[src/rtl/pkt_rx_buffered.sv]
// Packet receiver with per-VC flit FIFOs, pop-driven credit return and a per-VC packet checker.
// Optional build macro PKT_RX_SEQ_CHECK_EN stores payloads and checks B/T sequence numbers.
module pkt_rx_buffered #(
  parameter int NUM_VCS   = 2,
  parameter int BUF_DEPTH = 4,
  parameter int PAYLOAD_W = 16,
  localparam int VC_W     = (NUM_VCS > 1) ? $clog2(NUM_VCS) : 1
) (
  input  logic                 clk,
  input  logic                 arst,
  input  logic [2:0]           flit_type_i,
  input  logic [VC_W-1:0]      flit_vcid_i,
  input  logic [PAYLOAD_W-1:0] flit_payload_i,
  input  logic [NUM_VCS-1:0]   drain_en_i,
  output logic [NUM_VCS-1:0]   credits_o,
  output logic [NUM_VCS-1:0]   pkt_done_o,
  output logic                 err_o,
  output logic [15:0]          err_cnt_o,
  output logic [31:0]          pkt_cnt_o
);

  localparam int PTR_W = $clog2(BUF_DEPTH);
  localparam int CNT_W = PTR_W + 1;
  localparam logic [CNT_W-1:0] FULL_CNT  = CNT_W'(BUF_DEPTH);
  localparam logic [VC_W:0]    NUM_VCS_V = (VC_W+1)'(NUM_VCS);
  localparam logic [2:0] TYPE_H  = 3'd1;
  localparam logic [2:0] TYPE_B  = 3'd2;
  localparam logic [2:0] TYPE_T  = 3'd3;
  localparam logic [2:0] TYPE_HT = 3'd4;
`ifdef PKT_RX_SEQ_CHECK_EN
  localparam int ENTRY_W = 3 + PAYLOAD_W;
`else
  localparam int ENTRY_W = 3;
`endif

  typedef enum logic {ST_IDLE = 1'b0, ST_IN_PKT = 1'b1} vc_state_t;

  logic [ENTRY_W-1:0]   mem_r      [NUM_VCS][BUF_DEPTH];
  logic [PTR_W-1:0]     wr_ptr_r   [NUM_VCS];
  logic [PTR_W-1:0]     rd_ptr_r   [NUM_VCS];
  logic [CNT_W-1:0]     cnt_r      [NUM_VCS];
  logic [ENTRY_W-1:0]   head_s     [NUM_VCS];
  logic [ENTRY_W-1:0]   entry_s;
  logic [2:0]           pop_type_r [NUM_VCS];
  vc_state_t            state_r    [NUM_VCS];
  vc_state_t            state_nxt_s[NUM_VCS];
  logic [PAYLOAD_W-1:0] exp_r      [NUM_VCS];
  logic [PAYLOAD_W-1:0] exp_nxt_s  [NUM_VCS];
`ifdef PKT_RX_SEQ_CHECK_EN
  logic [PAYLOAD_W-1:0] pop_pl_r   [NUM_VCS];
`else
  logic                 unused_payload_s;
`endif

  logic [NUM_VCS-1:0] push_s, accept_s, drop_s, pop_s, pop_r;
  logic [NUM_VCS-1:0] done_s, proto_err_s, seq_err_s, seq_miss_s;
  logic               flit_valid_s, bad_vcid_s;
  logic [4:0]         err_sum_s;
  logic [3:0]         done_sum_s;
  logic [16:0]        err_cnt_sum_s;
  logic [15:0]        err_cnt_nxt_s;

  logic [NUM_VCS-1:0] credits_r, done_r;
  logic               err_r;
  logic [15:0]        err_cnt_r;
  logic [31:0]        pkt_cnt_r;

`ifdef PKT_RX_SEQ_CHECK_EN
  assign entry_s = {flit_payload_i, flit_type_i};
`else
  assign entry_s = flit_type_i;
  assign unused_payload_s = ^flit_payload_i;
`endif

  // Flit decode and per-VC push/pop/drop decisions
  always_comb begin
    flit_valid_s = 1'b0;
    case (flit_type_i)
      TYPE_H, TYPE_B, TYPE_T, TYPE_HT: flit_valid_s = 1'b1;
      default:                         flit_valid_s = 1'b0;
    endcase
    bad_vcid_s = flit_valid_s && ({1'b0, flit_vcid_i} >= NUM_VCS_V);
    for (int v = 0; v < NUM_VCS; v++) begin
      head_s[v]   = mem_r[v][rd_ptr_r[v]];
      push_s[v]   = flit_valid_s && ({1'b0, flit_vcid_i} == (VC_W+1)'(v));
      pop_s[v]    = drain_en_i[v] && (cnt_r[v] != {CNT_W{1'b0}});
      // a same-cycle pop frees the slot a push into a full FIFO needs
      accept_s[v] = push_s[v] && ((cnt_r[v] != FULL_CNT) || pop_s[v]);
      drop_s[v]   = push_s[v] && (cnt_r[v] == FULL_CNT) && !pop_s[v];
    end
  end

  // FIFO storage (no reset needed, occupancy is tracked by the pointers)
  always_ff @(posedge clk) begin
    for (int v = 0; v < NUM_VCS; v++) begin
      if (accept_s[v]) begin
        mem_r[v][wr_ptr_r[v]] <= entry_s;
      end
    end
  end

  // FIFO pointers and occupancy
  always_ff @(posedge clk or posedge arst) begin
    if (arst) begin
      for (int v = 0; v < NUM_VCS; v++) begin
        wr_ptr_r[v] <= {PTR_W{1'b0}};
        rd_ptr_r[v] <= {PTR_W{1'b0}};
        cnt_r[v]    <= {CNT_W{1'b0}};
      end
    end else begin
      for (int v = 0; v < NUM_VCS; v++) begin
        if (accept_s[v]) wr_ptr_r[v] <= wr_ptr_r[v] + PTR_W'(1);
        if (pop_s[v])    rd_ptr_r[v] <= rd_ptr_r[v] + PTR_W'(1);
        cnt_r[v] <= cnt_r[v] + CNT_W'(accept_s[v]) - CNT_W'(pop_s[v]);
      end
    end
  end

  // Popped-flit stage feeding the checkers
  always_ff @(posedge clk or posedge arst) begin
    if (arst) begin
      pop_r <= {NUM_VCS{1'b0}};
      for (int v = 0; v < NUM_VCS; v++) begin
        pop_type_r[v] <= 3'd0;
`ifdef PKT_RX_SEQ_CHECK_EN
        pop_pl_r[v]   <= {PAYLOAD_W{1'b0}};
`endif
      end
    end else begin
      pop_r <= pop_s;
      for (int v = 0; v < NUM_VCS; v++) begin
        pop_type_r[v] <= head_s[v][2:0];
`ifdef PKT_RX_SEQ_CHECK_EN
        pop_pl_r[v]   <= head_s[v][ENTRY_W-1:3];
`endif
      end
    end
  end

  // Checker next-state: packet framing and sequence tracking per VC
  always_comb begin
    for (int v = 0; v < NUM_VCS; v++) begin
      state_nxt_s[v] = state_r[v];
      exp_nxt_s[v]   = exp_r[v];
      done_s[v]      = 1'b0;
      proto_err_s[v] = 1'b0;
      seq_err_s[v]   = 1'b0;
`ifdef PKT_RX_SEQ_CHECK_EN
      seq_miss_s[v]  = (pop_pl_r[v] != exp_r[v]);
`else
      seq_miss_s[v]  = 1'b0;
`endif
      if (pop_r[v]) begin
        case (state_r[v])
          ST_IDLE: begin
            case (pop_type_r[v])
              TYPE_H:         begin state_nxt_s[v] = ST_IN_PKT; exp_nxt_s[v] = PAYLOAD_W'(1); end
              TYPE_HT:        done_s[v] = 1'b1;
              TYPE_B, TYPE_T: proto_err_s[v] = 1'b1;
              default:        state_nxt_s[v] = ST_IDLE;
            endcase
          end
          ST_IN_PKT: begin
            case (pop_type_r[v])
              TYPE_B: begin
                exp_nxt_s[v] = exp_r[v] + PAYLOAD_W'(1);
                seq_err_s[v] = seq_miss_s[v];
              end
              TYPE_T: begin
                state_nxt_s[v] = ST_IDLE;
                done_s[v]      = 1'b1;
                seq_err_s[v]   = seq_miss_s[v];
              end
              TYPE_H: begin
                proto_err_s[v] = 1'b1;
                exp_nxt_s[v]   = PAYLOAD_W'(1);
              end
              TYPE_HT: begin
                proto_err_s[v] = 1'b1;
                done_s[v]      = 1'b1;
                state_nxt_s[v] = ST_IDLE;
              end
              default: state_nxt_s[v] = ST_IN_PKT;
            endcase
          end
          default: state_nxt_s[v] = ST_IDLE;
        endcase
      end else begin
        state_nxt_s[v] = state_r[v];
      end
    end
  end

  // Checker state register
  always_ff @(posedge clk or posedge arst) begin
    if (arst) begin
      for (int v = 0; v < NUM_VCS; v++) begin
        state_r[v] <= ST_IDLE;
        exp_r[v]   <= {PAYLOAD_W{1'b0}};
      end
    end else begin
      for (int v = 0; v < NUM_VCS; v++) begin
        state_r[v] <= state_nxt_s[v];
        exp_r[v]   <= exp_nxt_s[v];
      end
    end
  end

  // Per-cycle error and completion totals
  always_comb begin
    err_sum_s  = {4'd0, bad_vcid_s};
    done_sum_s = 4'd0;
    for (int v = 0; v < NUM_VCS; v++) begin
      err_sum_s  = err_sum_s + 5'(drop_s[v]) + 5'(proto_err_s[v]) + 5'(seq_err_s[v]);
      done_sum_s = done_sum_s + 4'(done_s[v]);
    end
    err_cnt_sum_s = {1'b0, err_cnt_r} + 17'(err_sum_s);
    err_cnt_nxt_s = err_cnt_sum_s[16] ? 16'hFFFF : err_cnt_sum_s[15:0];
  end

  // Registered status outputs
  always_ff @(posedge clk or posedge arst) begin
    if (arst) begin
      credits_r <= {NUM_VCS{1'b0}};
      done_r    <= {NUM_VCS{1'b0}};
      err_r     <= 1'b0;
      err_cnt_r <= 16'd0;
      pkt_cnt_r <= 32'd0;
    end else begin
      credits_r <= pop_s;
      done_r    <= done_s;
      err_r     <= err_r | (err_sum_s != 5'd0);
      err_cnt_r <= err_cnt_nxt_s;
      pkt_cnt_r <= pkt_cnt_r + 32'(done_sum_s);
    end
  end

  assign credits_o  = credits_r;
  assign pkt_done_o = done_r;
  assign err_o      = err_r;
  assign err_cnt_o  = err_cnt_r;
  assign pkt_cnt_o  = pkt_cnt_r;

endmodule

[config.mk]
export PLATFORM = sky130hd
export DESIGN_NAME = pkt_rx_buffered
export DESIGN_NICKNAME = d
export VERILOG_FILES = /design/src/rtl/pkt_rx_buffered.sv
export SDC_FILE = /design/constraint.sdc
export NUM_CORES = 1
export LEC_CHECK = 0
export BUFFER_PORTS_ARGS = -buffer_cell sky130_fd_sc_hd__clkbuf_2
export CORE_MARGIN = 3
export CORE_UTILIZATION = 51
export CTS_CLUSTER_DIAMETER = 60
export DETAILED_ROUTE_END_ITERATION = 12
export PLACE_DENSITY_LB_ADDON = 0.3
export REMOVE_ABC_BUFFERS = 1
export SYNTH_ARGS = -nofsm -noshare
export SYNTH_HDL_FRONTEND = slang
export SYNTH_SLANG_ARGS = --single-unit
export TNS_END_PERCENT = 50
[constraint.sdc]
create_clock -name clk -period 3.9 [get_ports clk]
set_input_delay 0.585 -clock clk [delete_from_list [all_inputs] [get_ports clk]]
set_output_delay 0.585 -clock clk [all_outputs]
set_load 0.02 [all_outputs]
# == Word-level counts from Yosys, hierarchy flattened ==
# Memory sizes are Yosys's and may differ from the RTL's.
# Index checks and enable logic that the tools add are counted.
# word_totals
ff_bits,75
mem_bits_rw,24
in_bits,24
output_inout_bits,53
elab_cells,128
memories,1
# op_classes
addsub,14
magnitude_cmp,6
n_eq_ne,16
n_mux,41
n_bitwise,8
reduce_logical,27
# memory_table
name,depth,width,read_ports,rd_clocked_by_memory_dff,write_ports,line,source
mem_r,2,12,2,0,1,38,logic [ENTRY_W-1:0] mem_r [NUM_VCS][BUF_DEPTH];
# ops
op,n
2-to-1 mux 12 bit,4
adder 32 x 2 -> 32 bit,1
2-to-1 mux 1 bit,20
equality test 3 x 2 -> 1 bit (second input constant),6
2-to-1 mux 3 bit,6
adder 16 x 4 -> 17 bit,1
2-to-1 mux 16 bit,1
equality test 3 bit (second input constant),5
binary-select mux 3 bit (select 2 bit),2
demux 3 bit (select 2 bit),2
greater-or-equal comparator 3 bit (second input constant),4
logical AND 1 bit,12
NOT 2 -> 3 bit,4
one-hot mux 1 bit (2 select lines),6
OR reduction 12 bit,1
OR reduction 2 bit,6
equality test 3 x 1 -> 1 bit (second input constant),3
adder 2 x 1 -> 2 bit (second input constant),4
adder 3 x 1 -> 3 bit,2
less-than comparator 3 x 1 -> 1 bit (second input constant),2
inequality test 3 bit (second input constant),2
nonzero test 3 bit,2
subtractor 3 x 1 -> 3 bit,2
nonzero test 5 bit,1
other kinds (8),13

# == Longest topological paths before layout ==
# logic_depth
depth_word,11
depth_mapped,14
mapped_depth_nobuf,13

# == Worst setup path before layout ==
# OpenSTA, ideal clock, no wires.
# synth_path
path_type,in2reg
start,input drain_en_i[0]
end,"register err_cnt_r[11], in the netlist err_cnt_o[11]"
setup_time_ns,0.069
t_arrival_ns,3.802
t_required_ns,3.831
path_slack_ns,0.029
cell_stages,12
path_buffers,1
path_cell_list,or4b_1 -> nor3_1 -> fa_1 -> ha_1 -> ha_1 -> inv_1 -> fa_1 -> and2b_1 -> o21ai_1 -> or4_4 -> buf_6 -> nand3_1
# synth_between
elab_chain_len,8
# synth_rtl
item,line,source
start: declaration,14,"input logic [NUM_VCS-1:0] drain_en_i,"
logical AND 1 bit,86,pop_s[v] = drain_en_i[v] && (cnt_r[v] != {CNT_W{1'b0}});
logical NOT 1 bit,89,drop_s[v] = push_s[v] && (cnt_r[v] == FULL_CNT) && !pop_s[v];
logical AND 1 bit,89,
adder 1 x 1 -> 2 bit,214,err_sum_s = err_sum_s + 5'(drop_s[v]) + 5'(proto_err_s[v]) + 5'(seq_err_s[v]);
adder 2 x 1 -> 3 bit,214,
adder 3 x 1 -> 4 bit,214,
adder 16 x 4 -> 17 bit,217,"err_cnt_sum_s = {1'b0, err_cnt_r} + 17'(err_sum_s);"
2-to-1 mux 16 bit,218,err_cnt_nxt_s = err_cnt_sum_s[16] ? 16'hFFFF : err_cnt_sum_s[15:0];
net err_cnt_nxt_s[11],61,logic [15:0] err_cnt_nxt_s;
end signal: assignment,233,err_cnt_r <= err_cnt_nxt_s;
end: declaration,65,logic [15:0] err_cnt_r;
# The timed path passes the listed nets, and every way through them passes these cells.
# A chain may end at the register's enable or synchronous reset.

# == Worst setup path in the final report ==
# layout_path
start,register cnt_r[0] in the netlist's numbering
end,"register err_cnt_r[12], in the netlist err_cnt_o[12]"
# layout_between
elab_chain_len,8
word_cells_on_any_way,10
cone_classes,add/sub: 3; eq/ne: 1; mux: 1; reduce/logical: 5
# layout_rtl
item,line,source
start: declaration,41,logic [CNT_W-1:0] cnt_r [NUM_VCS];
start signal: indexed assignment,108,cnt_r[v] <= {CNT_W{1'b0}};
start signal: indexed assignment,114,cnt_r[v] <= cnt_r[v] + CNT_W'(accept_s[v]) - CNT_W'(pop_s[v]);
nonzero test 3 bit,86,
logical AND 1 bit,86,
logical NOT 1 bit,89,
logical AND 1 bit *,89,
adder 2 x 1 -> 3 bit *,214,
adder 3 x 1 -> 4 bit *,214,
adder 16 x 4 -> 17 bit *,217,
2-to-1 mux 16 bit *,218,
net err_cnt_nxt_s[12],61,
# The timed path passes the listed nets; every way through them passes the cells marked *.

==> results.cfg <==
[status]
status = finished clean

[clock_tree]
clk_latency_ns = 0.36
cts_hold_buffers = 0
cts_buffers = 9
cts_buffer_depth = 2
cts-root-buf = clkbuf_8
clk_pin_slew_worst_paths_ns = 0.09
cts_tree = done
htree_num_levels = 3
cts.sink_count = 99

[die]
placeableCoreArea_um2 = 8423
die_y_um = 100.4
core.rowCount = 33
dieArea_um2 = 10080
dieWidth_um = 100.4
pin_count = 77
start_util = 0.5397

[final_layout]
nets = 486
multi_input_area_um2 = 1837
final_common_cell = dfrtp_1
drive_gt1_frac = 0.2590
antennaDiodeCount = 0
fin_util = 0.6324
final_cell_mix = dfrtp_1, clkbuf_2, xnor2_1
area.sequential_um2 = 2597
final_cell_area_um2 = 5326
synthToLayoutAreaGrowth_pct = 17.18
fillers = 672

[timing]
hold_violations = 0
fin_crit_ns = 3.685
grt_setup_unrepaired = false
finalSetupViolations = 0
skew_ns = 0.01481
tightest_slew_ns = 0.9333
worst_slack_ns = 0.2147
slew_headroom = 0.3778
max_freq_mhz = 271.3
whs_ns = 0.4857
fin_crit_sh = 0.9450
slew_violations = 0

[setup_path]
critPathRequiredTime_ns = 4.14
startpoint_type = flop
end_kind = flop
crit_fanout = 5
crit_type = reg2reg
crit_arrival_ns = 3.93

[global_routing]
grt_max_degree = 76
grt_pass1_wl_um = 13040
track_usage = 0.1629
grt-ovfl-total = 0
grtUsageMet2 = 0.2503
gr-usage-met1 = 0.2287
grt_antenna_before_repair = 0
use_met3 = 0.02710
grt_pass1_vias = 2762
grt_busiest_layer = met2

[place]
gp_congestion = 0.7885
place_hpwl_um = 5549
dpl_cell_area_um2 = 5074
io_buffers = 60
pre_cts_slack_ns = -0.2057

[route]
drt_wl_total_um = 7820
drt_iter0_drc = 109
vias = 2847
routedWlPerCell_um = 14.24
routed_via_density = 5.186
dr.pass1.iters = 4
post-route-drc-count = 0
postRouteAntennaNets = 0

[logic_synthesis]
synth.cell_area_um2 = 4546
synth_edf_count = 24
synth_cell_types = 56
yosys_warnings = 0
synth-seq-cells = 99
async_flop_share = 0.7576
yosysSeqAreaShare = 0.5714
synthCells = 357
avgSynthCellArea_um2 = 12.73
synthFlopType = dfrtp_1

[power_and_ir_drop]
leakage_nw = 2.489
power.density_nw_per_um2 = 578.6
vdd_drop_max_mv = 0.3159

[min_path]
hold_class = in2async

[run]
drv_cap = 0
[where the power goes]
group,leakage [nW],switching (mW),internal [mW],total (mW)
clock network,0.125,0.352,0.420,0.771
logic,1.18,0.416,0.407,0.824
registers,1.18,0.207,1.28,1.49
[metrics by stage]
| step | cells | power, mW | TNS [ns] |
|---|---|---|---|
| 3_3_place_gp | 533 | 2.299 | -1.378 |
| 5_1_grt | 549 | 3.296 | 0 |
| 2_1_floorplan | 351 | 2.072 | 0 |
| 4_1_cts | 549 | 3.125 | 0 |
| 3_5_place_dp | 533 | 2.350 | -1.955 |
| 6_report | 549 | 3.082 | 0 |
[timing repair]
action                     4_1_cts  5_1_grt
gates resized for setup          0        2
setup buffers                    0        0
setup endpoints to repair        0       15
[registers in the layout, indices dropped and copies added (netlist names)]
register,count
pkt_cnt_o,32
mem_r,24
err_cnt_o,16
cnt_r,6
pop_type_r,6
rd_ptr_r,4
wr_ptr_r,4
credits_o,2
pkt_done_o,2
state_r,2
err_o,1
[metal layers]
layer  vias to the layer above  share of wire
met5                         -              0
met4                         0          0.017
met3                        10          0.037
met2                        50           0.47
met1                      1379           0.48
li1                       1408              -
[final cells by class]
| type | instances | share of cell area |
|---|---|---|
| sequential | 99 | 0.4877 |
| inverter | 24 | 0.01691 |
| clock buffer | 11 | 0.03054 |
| tap | 105 | 0.02467 |
| clock inverter | 5 | 0.01503 |
| multi-input combinational | 228 | 0.3448 |
| timing repair buffer | 77 | 0.08034 |
[critical path, stage by stage, from the launching register on]
cell	delay, ns
dfrtp_1	0.38
or4b_1	0.58
nor3_2	0.21
fa_1	0.44
ha_1	0.21
ha_1	0.29
inv_1	0.06
fa_1	0.40
and2b_1	0.22
o21ai_1	0.08
buf_4	0.16
nor3_1	0.18
mux2_2	0.35
[worst paths after layout]
kind	from	endpoint	slack (ns)	depth (start not counted)
setup / recovery	cnt_r[0]	err_cnt_o[12]	0.21	12
hold / removal	arst	pkt_cnt_o[7]	0.49	3
setup reg to reg	cnt_r[0]	err_cnt_o[12]	0.21	12
hold reg to reg	pkt_cnt_o[31]	pkt_cnt_o[31]	0.49	1
max in group asynchronous	arst	err_cnt_o[12]	2.81	3
min in group clk	pkt_cnt_o[31]	pkt_cnt_o[31]	0.49	1
[cells in the mapped netlist, drive strengths merged (2+ instances only)]
cell | n | area [µm²]
mux4 | 6 | 135.1
ha | 18 | 225.2
nor2b | 3 | 18.77
nand4 | 8 | 50.05
and2 | 12 | 75.08
and4 | 4 | 37.54
o21ai | 7 | 35.03
or4 | 3 | 26.27
xor2 | 15 | 131.4
edfxtp | 24 | 720.7
mux2 | 5 | 56.30
a21oi | 4 | 20.02
nand3b | 2 | 15.01
xnor2 | 33 | 289.0
dfrtp | 75 | 1877
or4b | 2 | 20.02
nor3b | 4 | 35.03
o211ai | 3 | 22.52
or3 | 2 | 13.77
nand2 | 31 | 116.4
nor3 | 7 | 35.03
and3 | 5 | 32.53
buf | 2 | 16.26
nor4 | 4 | 55.05
nor2 | 7 | 26.28
fa | 5 | 100.1
inv | 24 | 90.09
o31a | 2 | 17.52
nand3 | 22 | 127.6
clkbuf | 4 | 15.01
[logic make-up (layout without fill, tap and decap cells)]
group | after synthesis | in the layout | synth area share
compound gates | 25 | 25 | 0.03689
xor+xnor | 48 | 48 | 0.09249
fa+ha+maj | 23 | 23 | 0.07157
buf+inv | 30 | 117 | 0.02670
flops | 99 | 99 | 0.5714
mux | 12 | 12 | 0.04432
simple gates | 120 | 120 | 0.1566
No activity file was read; power rests on OpenSTA's default activity.
